### src/rtl/piso_serializer.sv
// Parallel-in serial-out serializer: captures a WIDTH-bit word and shifts it out MSB first.
// Define PISO_PARITY_EN to append an even-parity bit after the last data bit.
module piso_serializer #(
  parameter int WIDTH = 6
) (
  input  logic             clk,
  input  logic             reset,
  input  logic [WIDTH-1:0] din,
  input  logic             load_valid,
  output logic             load_ready,
  output logic             so,
  output logic             so_valid,
  output logic             done
);

  localparam int CW = (WIDTH > 1) ? $clog2(WIDTH) : 1;
  localparam logic [CW-1:0] LAST = CW'(WIDTH - 1);

`ifdef PISO_PARITY_EN
  typedef enum logic [1:0] {IDLE, SHIFT, PARITY} state_t;
`else
  typedef enum logic {IDLE, SHIFT} state_t;
`endif

  state_t           state_q, state_n;
  logic [WIDTH-1:0] sreg_q, sreg_n;
  logic [CW-1:0]    cnt_q, cnt_n;
`ifdef PISO_PARITY_EN
  logic             par_q, par_n;
`endif

  // Handshake: a word is taken on any edge where load_valid && load_ready.
  // load_ready is high in IDLE and during the final bit, so frames can abut.
  always_comb begin
    state_n    = state_q;
    sreg_n     = sreg_q;
    cnt_n      = cnt_q;
`ifdef PISO_PARITY_EN
    par_n      = par_q;
`endif
    so         = 1'b0;
    so_valid   = 1'b0;
    done       = 1'b0;
    load_ready = 1'b0;

    case (state_q)
      IDLE: begin
        load_ready = 1'b1;
      end
      SHIFT: begin
        so       = sreg_q[WIDTH-1];
        so_valid = 1'b1;
        sreg_n   = {sreg_q[WIDTH-2:0], 1'b0};
        cnt_n    = cnt_q + 1'b1;
        if (cnt_q == LAST) begin
`ifdef PISO_PARITY_EN
          state_n = PARITY;
          cnt_n   = '0;
`else
          done       = 1'b1;
          load_ready = 1'b1;
          state_n    = IDLE;
          cnt_n      = '0;
          sreg_n     = '0;
`endif
        end
      end
`ifdef PISO_PARITY_EN
      PARITY: begin
        so         = par_q;
        so_valid   = 1'b1;
        done       = 1'b1;
        load_ready = 1'b1;
        state_n    = IDLE;
        cnt_n      = '0;
        sreg_n     = '0;
      end
`endif
      default: begin
        state_n = IDLE;
      end
    endcase

    // A new word overrides the return to IDLE, giving gapless back-to-back frames.
    if (load_valid && load_ready) begin
      state_n = SHIFT;
      sreg_n  = din;
      cnt_n   = '0;
`ifdef PISO_PARITY_EN
      par_n   = ^din;
`endif
    end
  end

  always_ff @(posedge clk) begin
    if (reset) begin
      state_q <= IDLE;
      sreg_q  <= '0;
      cnt_q   <= '0;
`ifdef PISO_PARITY_EN
      par_q   <= 1'b0;
`endif
    end else begin
      state_q <= state_n;
      sreg_q  <= sreg_n;
      cnt_q   <= cnt_n;
`ifdef PISO_PARITY_EN
      par_q   <= par_n;
`endif
    end
  end

endmodule

### config.mk
export PLATFORM = sky130hd
export DESIGN_NAME = piso_serializer
export DESIGN_NICKNAME = d
export VERILOG_FILES = /design/src/rtl/piso_serializer.sv
export SDC_FILE = /design/constraint.sdc
export NUM_CORES = 1
export LEC_CHECK = 0
export CAP_MARGIN = 15
export CORE_AREA = 4 4 41 43
export DETAILED_ROUTE_END_ITERATION = 6
export DIE_AREA = 0 0 45 47
export PLACE_DENSITY_LB_ADDON = 0.25
export SYNTH_ARGS = -nofsm -noshare
export SYNTH_HDL_FRONTEND = slang
export SYNTH_SLANG_ARGS = --single-unit
### constraint.sdc
create_clock -name clk -period 1.2 [get_ports clk]
set_input_delay 0.24 -clock clk [delete_from_list [all_inputs] [get_ports clk]]
set_output_delay 0.24 -clock clk [all_outputs]
set_load 0.01 [all_outputs]
-- Word level (Yosys, flattened, before mapping)
Index checks and enable logic that the tools add are counted.
- word-level logic and storage cells: 21
- output and inout bits: 4
- register bits: 10
- bits of input ports: 9
- $add $sub $neg: 1
- multiplexer cells: 12
- reduce and logical (&&, ||, !) cells: 3
- bitwise logic cells: 1
- eq/ne operators: 1
- operators with widths (cell ; count):
    6-bit 2-to-1 mux ; 3
    1-bit 2-to-1 mux ; 7
    3-bit by 1-bit adder with 3-bit output, second input constant ; 1
    3-bit equality test, second input constant ; 1
    3-bit 2-to-1 mux ; 1
    1-bit case mux with 2 select lines ; 1
    2-bit nonzero test ; 1
    2-bit OR reduction ; 1
    1-bit logical AND ; 1
    1-bit inverter ; 1

-- Logic depth before layout (Yosys ltp)
- depth after elaboration: 5
- mapped depth: 4
- mapped depth without buffers: 3

-- Worst setup path before layout
Ideal clock, no wire load.
- path type: register to output
- from: reg state_q
- to: out done
- setup slack: 0.090 ns
- arrival time: 0.870 ns
- cell stages (with the launch flop): 3
- required time: 0.960 ns
- buffers on the path: 1
- cells stage by stage: dfxtp_1 > clkbuf_1 > and2_2
- cells in the longest elaborated chain, start to end: 1
- RTL lines (item ; line ; RTL):
    start, declared ; 25 ; state_t state_q, state_n;
    start signal, assigned ; 104 ; state_q <= state_n;
    1-bit 2-to-1 mux ; 46 ; case (state_q)
    end, declared ; 13 ; output logic done
No other way between the ends.

-- Final worst setup path
- from: reg cnt_q[1]
- to: out done
- cells in the longest elaborated chain, start to end: 3
- RTL lines (item ; line ; RTL):
    start, declared ; 27 ; logic [CW-1:0] cnt_q, cnt_n;
    start signal, assigned ; 106 ; cnt_q <= cnt_n;
    3-bit equality test ; 55 ; if (cnt_q == LAST) begin
    1-bit 2-to-1 mux ; 55 ;
    1-bit 2-to-1 mux ; 46 ;
No other way between the ends.

==> run summary <==
met1 usage in global routing -> 15.0%
RSZ-0062 raised after global routing -> true
DRC -> 0
CTS clk-pin slew, worst paths -> 70 ps
clk_skew -> 2.90 ps
Skew-Pair Late Insertion Delay -> 260 ps
Worst EP required -> 960 ps
CP max FO -> 4
clock buffer depth -> 2
CP max stage cell -> dfxtp_2
initial antenna violation count -> 0
drt pass-1 iters -> 4
non-filler cells, final -> 106
CP Launch Type -> register
# hold bufs at CTS -> 0
arrival time at the worst endpoint -> 1060 ps
final setup vio count -> 2
fin worst setup slack -> -101 ps
Leakage -> 0.406 nW
pwr/cell area -> 981 nW/um2
total negative setup slack -> -153 ps
critical path's top delay family -> flip-flops
grt total ovfl -> 0
Placed Cells -> 99
Final period util -> 108%
WP buf/inv -> 1
Slew @ Worst Pin -> 281 ps
status -> finished, violations left
CTS Sinks -> 10
CTS Buf Count -> 3
critical path class -> register to output pin
Initial Util -> 40.9%
DP HPWL -> 865 um
share of post-route cells with drive strength above 1 -> 45.1%
core region area -> 1300 um2
Wirelength per Cell -> 13.0 um
FP Rows -> 13
number of distinct library cells after synthesis -> 23
Avg Vias per Cell -> 5.25
vias in the first global route -> 489
Worst Hold Class -> register to register
clock root buffer -> clkbuf_4
antenna-violating nets left -> 0
Synth Net Count -> 71
Post-Syn Area -> 532 um2
Total Routed Length -> 1380 um
worst path cell trace -> and3b_2 -> and2_4 -> buf_6
largest net degree at the start of global routing -> 11
IO buf count -> 12
All-Layer GR Usage -> 13.4%
GR Util met3 -> 2.30%
Seq/Total Area, Yosys -> 37.6%
first-pass GRT wire length -> 2040 um
layer with the highest usage -> met2
failing checks -> negative setup slack
full die area -> 2120 um2
Avg Cell Area, Syn -> 8.58 um2
max_cap viols -> 0
Ys Warns -> 0
Initial DRC Count -> 12
htree depth -> 1
Mapped Cells -> 62
Top-Level Pins -> 13
Yosys reg bits -> 10
Final min period -> 1300 ps
CTS tree -> built
Max Fclk -> 769 MHz
Nets -> 101
hold slack final -> 497 ps
Chip Height -> 47 um
CP max stage delay -> 340 ps
Max Slew Vio Count -> 0
Area Overhead vs Synth -> 60.5%
total power draw -> 0.837 mW
final hold violation count -> 0
M2 GR Usage -> 23.4%
layout filler cell count -> 115
Inserted Diodes -> 0
VDD IR max -> 614 uV
gpl congestion -> 0.679
via count -> 557
Worst Setup End Kind -> output pin
Die Wd -> 45 um
worst rel slew slack -> 81.2%
-- power breakdown --
part / internal [mW] / total (mW) / switching, mW
registers: 0.353 / 0.366 / 0.0137
logic: 0.0990 / 0.169 / 0.0695
clock network: 0.184 / 0.302 / 0.118
-- worst paths after layout --
check        startpoint        end  slack, ps  depth (start not counted)
max            cnt_q[1]       done       -100                          3
min           sreg_q[2]  sreg_q[3]        500                          2
min reg2reg   sreg_q[2]  sreg_q[3]        500                          2
max reg2reg     state_q   cnt_q[1]         60                          4
-- flip-flops by register name, indices dropped and copies added, names as in the netlist --
register	count
cnt_q	3
sreg_q	6
state_q	1
-- layer usage --
| metal | wire, um | part of all wire (%) |
|---|---|---|
| met1 | 602 | 44 |
| met5 | 0 | 0 |
| met4 | 12 | 0.87 |
| met2 | 675 | 49 |
| met3 | 88 | 6.4 |
-- synthesized netlist by cell type --
master / n / area, um2
a21o_1: 5 / 37.5
a21oi_1: 7 / 35.0
a311oi_1: 2 / 17.5
a32oi_1: 3 / 26.3
and2_1: 1 / 6.26
and2_2: 1 / 7.51
and2b_2: 2 / 17.5
and3b_2: 2 / 20.0
buf_1: 1 / 3.75
buf_6: 1 / 11.3
clkbuf_1: 2 / 7.51
dfxtp_1: 10 / 200
inv_1: 2 / 7.51
mux2i_1: 2 / 20.0
nand2_1: 4 / 15.0
nand3_1: 5 / 25.0
nand3b_2: 1 / 11.3
nor2_1: 3 / 11.3
nor3_1: 2 / 10.0
nor3b_1: 1 / 7.51
o21ai_0: 2 / 10.0
or2_2: 1 / 6.26
or3b_2: 2 / 17.5
-- cells by family (layout without fill, tap and decap cells) --
family | Yosys count | count (layout) | share of synthesized area, %
AND/OR/NAND/NOR | 25 | 25 | 29.2
AO/OA/AOI/OAI | 19 | 19 | 23.8
buffers and inverters | 6 | 35 | 5.65
flip-flops | 10 | 10 | 37.6
multiplexers | 2 | 2 | 3.76
-- worst register-to-register path: stages, from the launching register on --
cell and delay (ps):
dfxtp_2 340, buf_6 120, buf_6 120, or3b_4 370
a21oi_2 130
-- cells in the final DEF (no fill, tap or decap), types with 3 or more instances in the layout --
cell	instances
buf_6	7
nand2_1	3
buf_4	12
dfxtp_2	3
clkdlybuf4s50_1	7
clkbuf_4	3
a21oi_1	5
a21o_1	5
dfxtp_1	7
nand3_1	5
a32oi_1	3
-- metrics by stage --
step / utilization, % / cell area [um2] / worst slack (ps)
2_1_floorplan: - / 532 / 89.6
3_3_place_gp: 57.9 / 753 / -274
3_5_place_dp: 57.9 / 753 / -284
4_1_cts: 62.7 / 816 / -99.7
5_1_grt: 65.6 / 853 / -138
6_report: 65.6 / 853 / -101
-- cell type report --
class / count / area (um2) / area share, %
Clock buffer: 4 / 36.3 / 4.25
Timing Repair Buffer: 29 / 258 / 30.2
Multi-Input combinational cell: 46 / 329 / 38.6
Tap cell: 15 / 18.8 / 2.20
Inverter: 2 / 7.51 / 0.880
Sequential cell: 10 / 204 / 23.9
-- what timing repair did --
action | in CTS | in global routing
pin swaps | 4 | 5
hold endpoints to repair | 0 | 0
resized for setup | 25 | 10
setup buffers | 2 | 0
endpoints found under the setup margin | 9 | 8
cloned | 0 | 1
Note: power is estimated with default switching activity, not from simulation.
